[config.mk]
export PLATFORM = sky130hd
export DESIGN_NAME = morse_seq_gen
export DESIGN_NICKNAME = d
export VERILOG_FILES = /design/src/rtl/morse_seq_gen.sv
export SDC_FILE = /design/constraint.sdc
export NUM_CORES = 1
export LEC_CHECK = 0
export BUFFER_PORTS_ARGS = -buffer_cell sky130_fd_sc_hd__clkbuf_2
export CAP_MARGIN = 20
export CORE_AREA = 10 10 100 102
export CTS_BUF_LIST = sky130_fd_sc_hd__clkbuf_16
export DETAILED_ROUTE_END_ITERATION = 7
export DIE_AREA = 0 0 110 112
export GPL_ROUTABILITY_DRIVEN = 0
export GPL_TIMING_DRIVEN = 0
export REMOVE_ABC_BUFFERS = 1
export SYNTH_ARGS = -nofsm -noshare
export SYNTH_HDL_FRONTEND = slang
export SYNTH_SLANG_ARGS = --single-unit
[constraint.sdc]
create_clock -name CLK -period 2.7 [get_ports CLK]
set_input_delay 0.54 -clock CLK [delete_from_list [all_inputs] [get_ports CLK]]
set_output_delay 0.54 -clock CLK [all_outputs]
set_load 0.03 [all_outputs]
[src/rtl/morse_seq_gen.sv]
// morse_seq_gen: keys a latched dot/dash pattern onto Pin_Out with Morse unit timing.
//   Parameters: CLK_FREQ_HZ (CLK rate), UNIT_MS (dot length in ms), MAX_SYM (max symbols)
//   Inputs : CLK, RST_N (async, active-low), Start, Abort, Sym_Len[4:0],
//            Sym_Pat[MAX_SYM-1:0] (bit k=1 dash, bit 0 sent first),
//            Repeat (only when MORSE_SEQ_GEN_REPEAT_EN is defined)
//   Outputs: Pin_Out (registered key, 1 = mark), Busy (not IDLE), Done (1-cycle completion pulse)
//   Macro  : MORSE_SEQ_GEN_REPEAT_EN adds the Repeat input (loop the message at end of TAIL)
module morse_seq_gen #(
    parameter int CLK_FREQ_HZ = 50_000_000,
    parameter int UNIT_MS     = 100,
    parameter int MAX_SYM     = 16
) (
    input  logic               CLK,
    input  logic               RST_N,
    input  logic               Start,
    input  logic               Abort,
    input  logic [4:0]         Sym_Len,
    input  logic [MAX_SYM-1:0] Sym_Pat,
`ifdef MORSE_SEQ_GEN_REPEAT_EN
    input  logic               Repeat,
`endif
    output logic               Pin_Out,
    output logic               Busy,
    output logic               Done
);
    localparam int PRE_N = CLK_FREQ_HZ / 1000;
    localparam int PRE_W = PRE_N > 1 ? $clog2(PRE_N) : 1;

    typedef enum logic [1:0] {IDLE, MARK, GAP, TAIL} state_t;

    state_t             state;
    logic [PRE_W-1:0]   pre;
    logic [9:0]         ms_cnt;
    logic [1:0]         unit_cnt;
    logic [4:0]         len;
    logic [4:0]         idx;
    logic [MAX_SYM-1:0] pat;
    logic [MAX_SYM-1:0] cur;
    logic [4:0]         len_sel;
    logic [1:0]         last_unit;
    logic               ms_tick;
    logic               unit_tick;
    logic               span_end;
    logic               rep;

`ifdef MORSE_SEQ_GEN_REPEAT_EN
    assign rep = Repeat;
`else
    assign rep = 1'b0;
`endif

    assign cur       = pat >> idx;
    assign len_sel   = (Sym_Len > 5'(MAX_SYM)) ? 5'(MAX_SYM) : Sym_Len;
    assign ms_tick   = pre == PRE_W'(PRE_N - 1);
    assign unit_tick = ms_tick && ms_cnt == 10'(UNIT_MS - 1);
    // Index of the final unit of the current interval: dash and TAIL last 3 units, the rest 1.
    assign last_unit = ((state == MARK && cur[0]) || state == TAIL) ? 2'd2 : 2'd0;
    assign span_end  = unit_tick && unit_cnt == last_unit;

    always_ff @(posedge CLK or negedge RST_N) begin
        if (!RST_N) begin
            state    <= IDLE;
            Pin_Out  <= 1'b0;
            Busy     <= 1'b0;
            Done     <= 1'b0;
            pre      <= '0;
            ms_cnt   <= '0;
            unit_cnt <= '0;
            len      <= '0;
            idx      <= '0;
            pat      <= '0;
        end else begin
            Done <= 1'b0;
            // Abort also blocks a Start presented in the same cycle.
            if (Abort) begin
                state   <= IDLE;
                Pin_Out <= 1'b0;
                Busy    <= 1'b0;
            end else begin
                case (state)
                    IDLE: if (Start) begin
                        if (Sym_Len != 5'd0) begin
                            pat     <= Sym_Pat;
                            len     <= len_sel;
                            idx     <= '0;
                            state   <= MARK;
                            Pin_Out <= 1'b1;
                            Busy    <= 1'b1;
                        end else begin
                            Done <= 1'b1;
                        end
                    end
                    MARK: if (span_end) begin
                        Pin_Out <= 1'b0;
                        state   <= (idx + 5'd1 < len) ? GAP : TAIL;
                    end
                    GAP: if (span_end) begin
                        idx     <= idx + 5'd1;
                        Pin_Out <= 1'b1;
                        state   <= MARK;
                    end
                    TAIL: if (span_end) begin
                        if (rep) begin
                            idx     <= '0;
                            Pin_Out <= 1'b1;
                            state   <= MARK;
                        end else begin
                            state <= IDLE;
                            Busy  <= 1'b0;
                            Done  <= 1'b1;
                        end
                    end
                endcase
            end
            // Timebase restarts on every state change so each interval is cycle-exact.
            if (Abort || state == IDLE || span_end) begin
                pre      <= '0;
                ms_cnt   <= '0;
                unit_cnt <= '0;
            end else begin
                pre <= ms_tick ? '0 : pre + 1'b1;
                if (ms_tick)
                    ms_cnt <= unit_tick ? 10'd0 : ms_cnt + 10'd1;
                if (unit_tick)
                    unit_cnt <= unit_cnt + 2'd1;
            end
        end
    end
endmodule
=== Word level (Yosys, flattened, before mapping) ===
Index checks and enable logic that the tools add are counted.

* Register bits after elaboration: 59
* Output and inout port bits: 3
* Logic and storage cells: 84

* Add/subtract/negate cells: 4
* Magnitude comparators: 2
* Eq/ne operators: 15
* Shift operators: 1
* Multiplexer cells: 34
* Bitwise logic cells: 1
* Reduce and logical (&&, ||, !) cells: 17

{| class="wikitable"
|+ Operators by type and width
! operator !! count
|-
| $mux 16 || 2
|-
| $mux 10 || 3
|-
| $mux 5 || 4
|-
| $mux 2 || 9
|-
| $add 16x1->16 const B || 1
|-
| $eq 16x16->1 const B || 1
|-
| $shr 16x5->1 || 1
|-
| $ne 3x3->1 const B || 5
|-
| $reduce_and 5->1 || 3
|-
| $mux 1 || 11
|-
| $add 10x1->10 const B || 1
|-
| $eq 10x7->1 const B || 1
|-
| $pmux 5 s2 || 1
|-
| $ne 2x2->1 const B || 4
|-
| $pmux 2 s4 || 1
|-
| $reduce_and 4->1 || 2
|-
| $reduce_bool 2->1 || 3
|-
| $add 5x1->5 const B || 1
|-
| $gt 5x5->1 const B || 1
|-
| $lt 5x5->1 || 1
|-
| $reduce_bool 5->1 || 1
|-
| $eq 2x2->1 const B || 2
|-
| $pmux 1 s2 || 2
|-
| $logic_and 1x1->1 || 3
|-
| other kinds (8) || 10
|}

=== Depth between registers and ports, before layout ===
Gate-level depths: netlist of run 1.

* Depth after elaboration: 9
* Gate-level depth with buffers: 9

=== Least setup slack after synthesis of run 1 ===
Ideal clock, no wire load.

* Path kind: input to register
* Start: input Sym_Len[1]
* End: register pat[10]
* Arrival time: 2.145 ns
* Data required time: 2.575 ns
* Path slack: 0.430 ns
* Cell stages on the path: 4
* Path through: or4_1 o21ai_1 clkbuf_1 mux2_2

* Longest elaborated chain between the ends: 2

{| class="wikitable"
|+ RTL lines
! item !! line !! RTL
|-
| start, declared || 17 || <nowiki>input logic [4:0] Sym_Len,</nowiki>
|-
| $reduce_bool 5->1 || 82 || <nowiki>if (Sym_Len != 5'd0) begin</nowiki>
|-
| $reduce_and 4->1 (no line) || -- ||
|-
| end signal, assigned || 83 || <nowiki>pat <= Sym_Pat;</nowiki>
|-
| end, declared || 37 || <nowiki>logic [MAX_SYM-1:0] pat;</nowiki>
|}

No other way between the ends.
A chain may end at the register's enable or synchronous reset.

=== Final worst setup path of run 1 ===
* Start: register idx[0]
* End: register idx[0]

* Longest elaborated chain between the ends: 8

{| class="wikitable"
|+ RTL lines
! item !! line !! RTL
|-
| start, declared || 36 || <nowiki>logic [4:0] idx;</nowiki>
|-
| start signal, assigned || 98 || <nowiki>idx <= idx + 5'd1;</nowiki>
|-
| $shr 16x5->1 || 52 || <nowiki>assign cur = pat >> idx;</nowiki>
|-
| $logic_and 1x1->1 || 57 || <nowiki>assign last_unit = ((state == MARK && cur[0]) || state == TAIL) ? 2'd2 : 2'd0;</nowiki>
|-
| $logic_or 1x1->1 || 57 ||
|-
| $mux 2 || 57 ||
|-
| $eq 2x2->1 || 58 || <nowiki>assign span_end = unit_tick && unit_cnt == last_unit;</nowiki>
|-
| $logic_and 1x1->1 || 58 ||
|-
| $ne 2x2->1 (no line) || -- ||
|-
| $reduce_and 5->1 (no line) || -- ||
|}

Parallel ways exist; a longest one is shown, timed or not. The select of a mux whose other input is x is not followed.

==> impl_metrics.py, run 1 <==
metrics = {
    "detailed_routing": {
        "drt-met1-wl_mm": 2.904,
        "wl_met2_mm": 2.983,
        "dr.pass1.iters": 5,
        "ant_nets": 0,
        "route.detailed.drc": 0,
        "topRoutingLayerUsed": "met4",
        "via_per_inst": 5.164,
        "num_vias": 2293,
        "drt_iter0_drc": 45,
        "met3_length_um": 273,
        "wl_per_cell_um": 14.06,
        "wirelength_mm": 6.241,
    },
    "worst_setup_path": {
        "end_kind": "flip-flop",
        "max_stage_delay_ns": 0.53,
        "path_max_fanout": 9,
        "cp_top_family": "multiplexers",
        "path_buf_inv": 0,
        "critPathKind": "reg2reg",
        "crit_slowest_cell": "mux4_2",
        "crit_arrival_ns": 2.67,
        "cp_data_required_time_ns": 2.91,
        "startpoint_type": "flip-flop",
        "cp_cell_sequence": "mux4_2, or2_0, a41o_1, o21a_2, o211ai_2, nor2_1, mux2_4",
    },
    "timing": {
        "slew_headroom_pct": 46.56,
        "whs_ns": 0.3286,
        "rsz0062_at_grt": "no",
        "tightest_slew_ns": 0.8017,
        "max_freq_mhz": 406.8,
        "finalHoldViolCount": 0,
        "post-route-min-period_ns": 2.458,
        "clock_skew_ns": 0.007097,
        "finalCritPeriodShare_pct": 91.05,
        "setup_ws_ns": 0.2417,
        "slew_violations": 0,
        "setup_viol": 0,
    },
    "clock_tree": {
        "cts_made_buffers": 9,
        "htree_num_levels": 3,
        "root_buffer": "clkbuf_16",
        "clock_latency_ns": 0.33,
        "cts_sinks": 59,
        "ctsHoldBuffers": 0,
        "cts_tree": "done",
        "clock_path_buffers": 2,
        "post_cts_buffers": 0,
        "cts.reportedPaths.clkPinSlew_ns": 0.06,
    },
    "yosys": {
        "synth_area_per_cell_sq_um": 10.32,
        "synth.distinct_cells": 52,
        "synth_cells": 303,
        "synthTopCellsByCount": "dfrtp_1 (59), nor2_1 (33), nand2_1 (31), mux2_2 (16), o21ai_0 (15)",
        "ys_ff_latch": 59,
        "seq_area_frac_synth_pct": 47.22,
        "synth_area_sq_um": 3127,
        "synth_edf_count": 0,
        "synth.most_common_cell": "dfrtp_1",
        "async_flop_share_pct": 100.0,
        "ys.flop_type": "dfrtp_1",
        "yosys.area.top_type": "dfrtp_1",
        "synth_top_cell_area_share_pct": 47.22,
        "ys_warn_count": 0,
        "synth_area_leaders": "dfrtp_1 (47%), mux2_2 (5.8%), ha_1 (4.4%)",
    },
    "power_and_ir_drop": {
        "p_sw_w": 0.0008058,
        "p_per_area_nw_per_um2": 785.0,
        "total_power_w": 0.002917,
        "p_clk_share_pct": 43.1,
        "comb_power_share_pct": 18.7,
        "intPower_w": 0.002111,
        "power_frac_seq_pct": 38.2,
        "cellLeakagePower_nw": 1.603,
        "switching_share_pct": 27.62,
        "vdd_ir_drop_max_mv": 0.4342,
    },
    "floorplan": {
        "die_y_um": 112,
        "ios": 28,
        "initial_core_util_pct": 38.83,
        "die_area_sq_um": 12320,
        "num_rows": 33,
        "die_x_um": 110,
        "core_area_sq_um": 8051,
    },
    "flow_run": {
        "drv_cap": 0,
    },
    "grt": {
        "overflow": 0,
        "grt_pass1_wl_mm": 10.92,
        "grt_max_degree": 60,
        "antenna_found_initial": 0,
        "grt_usage_pct": 10.91,
        "grt_pass1_vias": 2380,
    },
    "finish": {
        "diodes": 0,
        "syn_to_final_growth_pct": 18.85,
        "regArea_sq_um": 1478,
        "nets": 370,
        "fillers": 782,
        "stdcell_area_sq_um": 3716,
        "drive_gt1_share_pct": 21.53,
        "multi_input_area_sq_um": 1579,
    },
    "run_status": {
        "status": "finished clean",
    },
    "placed_design": {
        "pre_cts_ws_ns": 0.1105,
        "post_dp_cell_area_sq_um": 3387,
        "hpwlAfterDp_mm": 4.396,
        "portBuffers": 27,
    },
    "hold_path": {
        "min_path_type": "in2async",
    },
}
==> path summary, 6_finish.rpt <==
kind	depth (start not counted)	endpoint	startpoint	slack [ns]
min	1	pre[12]	RST_N	0.33
min reg2reg	1	pre[0]	pre[0]	0.46
min in group CLK	2	pat[14]	Sym_Pat[14]	0.44
max	7	idx[0]	idx[0]	0.24
max in group asynchronous	1	idx[0]	RST_N	1.81
max reg2reg	7	idx[0]	idx[0]	0.24
==> layout by cell type, fill, tap and decap left out, types with 3 or more instances in the layout <==
cell / Yosys / routed
ha_1: 11 / 11
a21oi_1: 8 / 8
o21ai_0: 15 / 15
nand3b_1: 7 / 7
nand2_1: 31 / 31
or3_1: 3 / 3
dfrtp_1: 59 / 58
nor2_1: 33 / 33
inv_1: 10 / 10
clkbuf_2: 0 / 26
xor2_1: 12 / 12
mux2_2: 16 / 16
nand4_1: 8 / 8
xnor2_1: 9 / 9
nand3_1: 14 / 14
nand2b_1: 7 / 6
nor3_1: 6 / 6
clkbuf_16: 0 / 9
a22o_1: 4 / 4
mux2i_1: 4 / 4
==> kinds of logic after synthesis <==
kind of cell	synth area share, %
muxes	9.924
adders and majority gates	4.402
DFF	47.22
AOI/OAI and AO/OA	9.604
and+or+nand+nor	20.49
xor gates and xnor gates	5.882
buffers and inverters	2.481
==> repair_timing <==
| action | CTS | global route |
|---|---|---|
| setup endpoints to repair | 0 | 5 |
| hold endpoints to repair | 0 | 0 |
| resized for setup | 0 | 2 |
==> per-layer routing <==
layer / track usage (%) / up-vias
met5: 0 / -
met2: 16.92 / 43
met4: 4.167 / 0
met1: 13.43 / 1099
li1: - / 1143
met3: 3.922 / 8
==> registers in the layout, indices dropped and copies added, names as in the netlist <==
| register | flops |
|---|---|
| Busy | 1 |
| Done | 1 |
| Pin_Out | 1 |
| idx | 5 |
| len | 5 |
| ms_cnt | 10 |
| pat | 16 |
| pre | 16 |
| state | 2 |
| unit_cnt | 2 |
==> area by class of cell <==
type	count	area share (%)
well taps	105	3.535
flip-flops and latches	59	39.76
inverters	10	1.010
multi-input cells	226	42.49
clock buffers	9	6.061
clock inverters	7	2.694
repair buffers	28	4.444
==> power groups by stage <==
| stage | sequential [W] | combinational, W | clock [W] |
|---|---|---|---|
| floorplan | 0.00112 | 0.000388 | 0 |
| global placement | 0.00113 | 0.000522 | 0 |
| detailed placement | 0.00113 | 0.000550 | 0 |
| CTS | 0.00112 | 0.000555 | 0.00128 |
| global route | 0.00113 | 0.000616 | 0.00132 |
| finish | 0.00112 | 0.000546 | 0.00126 |
==> per-stage QoR <==
step / cells / setup TNS (ns) / utilization [%]
after floorplan: 295 / -1.825 / -
after global placement: 427 / -16.51 / 41.65
after detailed placement: 428 / 0 / 42.07
after CTS: 444 / 0 / 46.11
after global routing: 444 / 0 / 46.15
final: 444 / 0 / 46.15
No activity file was read; power rests on OpenSTA's default activity.
==> run 2: changes to the inputs <==
PLACE_DENSITY = 0.54   (was not set)
==> run 2 against run 1 <==
Clock skew fell by 0.00076 ns; critical path depth unchanged; sequential power is essentially flat; largest power group unchanged.
==> impl_metrics.py, run 2 (synthesis gave the netlist of run 1 again) <==
metrics = {
    "run_status": {
        "status": "finished clean",
    },
    "placed_design": {
        "dp_cells": 428,
        "portBuffers": 27,
        "hpwlAfterDp_mm": 4.423,
        "pre_cts_ws_ns": 0.05979,
    },
    "power_and_ir_drop": {
        "p_sw_w": 0.0007853,
        "p_clk_share_pct": 42.8,
        "cellLeakagePower_nw": 1.591,
        "power_frac_seq_pct": 38.5,
        "p_per_area_nw_per_um2": 779.1,
        "comb_power_share_pct": 18.6,
        "vdd_ir_drop_max_mv": 0.4050,
        "intPower_w": 0.002108,
        "switching_share_pct": 27.14,
    },
    "floorplan": {
        "die_x_um": 110,
        "initial_core_util_pct": 38.83,
        "core_area_sq_um": 8051,
        "ios": 28,
        "num_rows": 33,
        "die_area_sq_um": 12320,
        "die_y_um": 112,
    },
    "timing": {
        "tns_ns": 0,
        "rsz0062_at_grt": "no",
        "finalHoldViolCount": 0,
        "max_freq_mhz": 403.4,
        "slew_headroom_pct": 45.33,
        "finalCritPeriodShare_pct": 91.82,
        "slew_violations": 0,
        "post-route-min-period_ns": 2.479,
        "setup_viol": 0,
        "clock_skew_ns": 0.006340,
        "setup_ws_ns": 0.2208,
        "tightest_slew_ns": 0.8201,
    },
    "finish": {
        "syn_to_final_growth_pct": 18.77,
        "fillers": 774,
        "nets": 370,
        "drive_gt1_share_pct": 21.24,
        "layout_commonest_cell": "dfrtp_1",
        "reg_top3": "pat x16, pre x16, ms_cnt x10",
        "final_core_util_pct": 46.12,
        "fin_cells": 444,
        "layout_common_cells": "dfrtp_1 (58), nor2_1 (33), nand2_1 (31), clkbuf_2 (26), mux2_2 (16)",
        "diodes": 0,
    },
    "worst_setup_path": {
        "cp_num_cells": 7,
        "reg2reg_depth": 7,
        "critPathKind": "reg2reg",
        "crit_slowest_cell": "mux4_2",
        "r2r_start": "idx[0]",
        "cp_data_required_time_ns": 2.90,
        "crit_start": "idx[0]",
        "end_kind": "flip-flop",
        "max_stage_delay_ns": 0.52,
        "crit_arrival_ns": 2.68,
        "startpoint_type": "flip-flop",
        "cp_cell_sequence": "mux4_2, or2_0, a41o_1, o21a_2, o211ai_2, nor2_1, mux2_4",
        "cp_top_family": "multiplexers",
        "path_max_fanout": 9,
        "path_buf_inv": 0,
    },
    "detailed_routing": {
        "drt_iter0_drc": 97,
        "wirelength_mm": 6.216,
        "num_vias": 2272,
        "ant_nets": 0,
        "wl_per_cell_um": 14.00,
        "via_per_inst": 5.117,
        "dr.pass1.iters": 6,
        "route.detailed.drc": 0,
    },
    "grt": {
        "grt_usage_pct": 11.13,
        "antenna_found_initial": 0,
        "grtUsageMet2_pct": 16.88,
        "grt_max_degree": 60,
        "grt_pass1_vias": 2355,
        "grt_pass1_wl_mm": 11.12,
        "grt.busiest_layer": "met2",
        "grt_use_met1_pct": 13.95,
        "overflow": 0,
        "use_met3_pct": 3.922,
    },
    "clock_tree": {
        "clock_path_buffers": 2,
        "clock_latency_ns": 0.33,
        "cts_sinks": 59,
        "cts_tree": "done",
        "root_buffer": "clkbuf_16",
        "cts_made_buffers": 9,
        "htree_num_levels": 3,
        "cts.reportedPaths.clkPinSlew_ns": 0.06,
    },
    "hold_path": {
        "min_path_type": "in2async",
    },
    "flow_run": {
        "drv_cap": 0,
    },
}
## run 2: cell types whose count changed in the layout (fill, tap and decap cells not counted)
cell        before  now
nand2b_1         6    7
nand2b_2         1    0
clkinv_2         1    0
clkinv_4         2    0
clkinvlp_4       0    3
## run 2: what timing repair did
| item | in CTS | in global routing |
|---|---|---|
| hold buffers | 0 | 0 |
| buffers inserted | 0 | 0 |
| endpoints found under the setup margin | 0 | 4 |
| resized for setup | 0 | 1 |
## run 2: power groups by stage
stage                     combinational [W]  sequential [W]  clock (W)
final                              0.000539         0.00111    0.00124
after detailed placement           0.000548         0.00113          0
after CTS                          0.000551         0.00112    0.00127
after floorplan                    0.000388         0.00112          0
after global placement             0.000528         0.00113          0
after global routing               0.000616         0.00114    0.00132
## run 2: layout make-up
class / instances / area (sq um) / area share, %
timing repair buffer: 28 / 165.2 / 4.447
clock inverter: 7 / 100.1 / 2.695
inverter: 10 / 37.54 / 1.011
sequential: 59 / 1478 / 39.79
tap: 105 / 131.4 / 3.538
clock buffer: 9 / 225.2 / 6.065
multi-input combinational: 226 / 1577 / 42.45
## run 2: final timing paths
path                       endpoint  slack, ns
setup / recovery             idx[0]       0.22
hold reg to reg              pre[0]       0.46
min in group CLK             pat[1]       0.44
setup reg to reg             idx[0]       0.22
hold / removal              pre[13]       0.31
max in group asynchronous    idx[0]       1.77
## run 2: metal layers
metal | part of all wire [%] | vias up
li1 | - | 1139
met1 | 47 | 1090
met2 | 47 | 35
met3 | 4.7 | 8
met4 | 0.88 | 0
met5 | 0 | -
## run 2: per-stage QoR
stage | total power (W) | hold WS (ns) | area (sq um)
2_1_floorplan | 0.001509 | 0.2444 | 3087
3_3_place_gp | 0.001655 | 0.4455 | 3353
3_5_place_dp | 0.001682 | 0.4458 | 3387
4_1_cts | 0.002943 | 0.3661 | 3712
5_1_grt | 0.003071 | 0.4152 | 3714
6_report | 0.002893 | 0.3125 | 3714
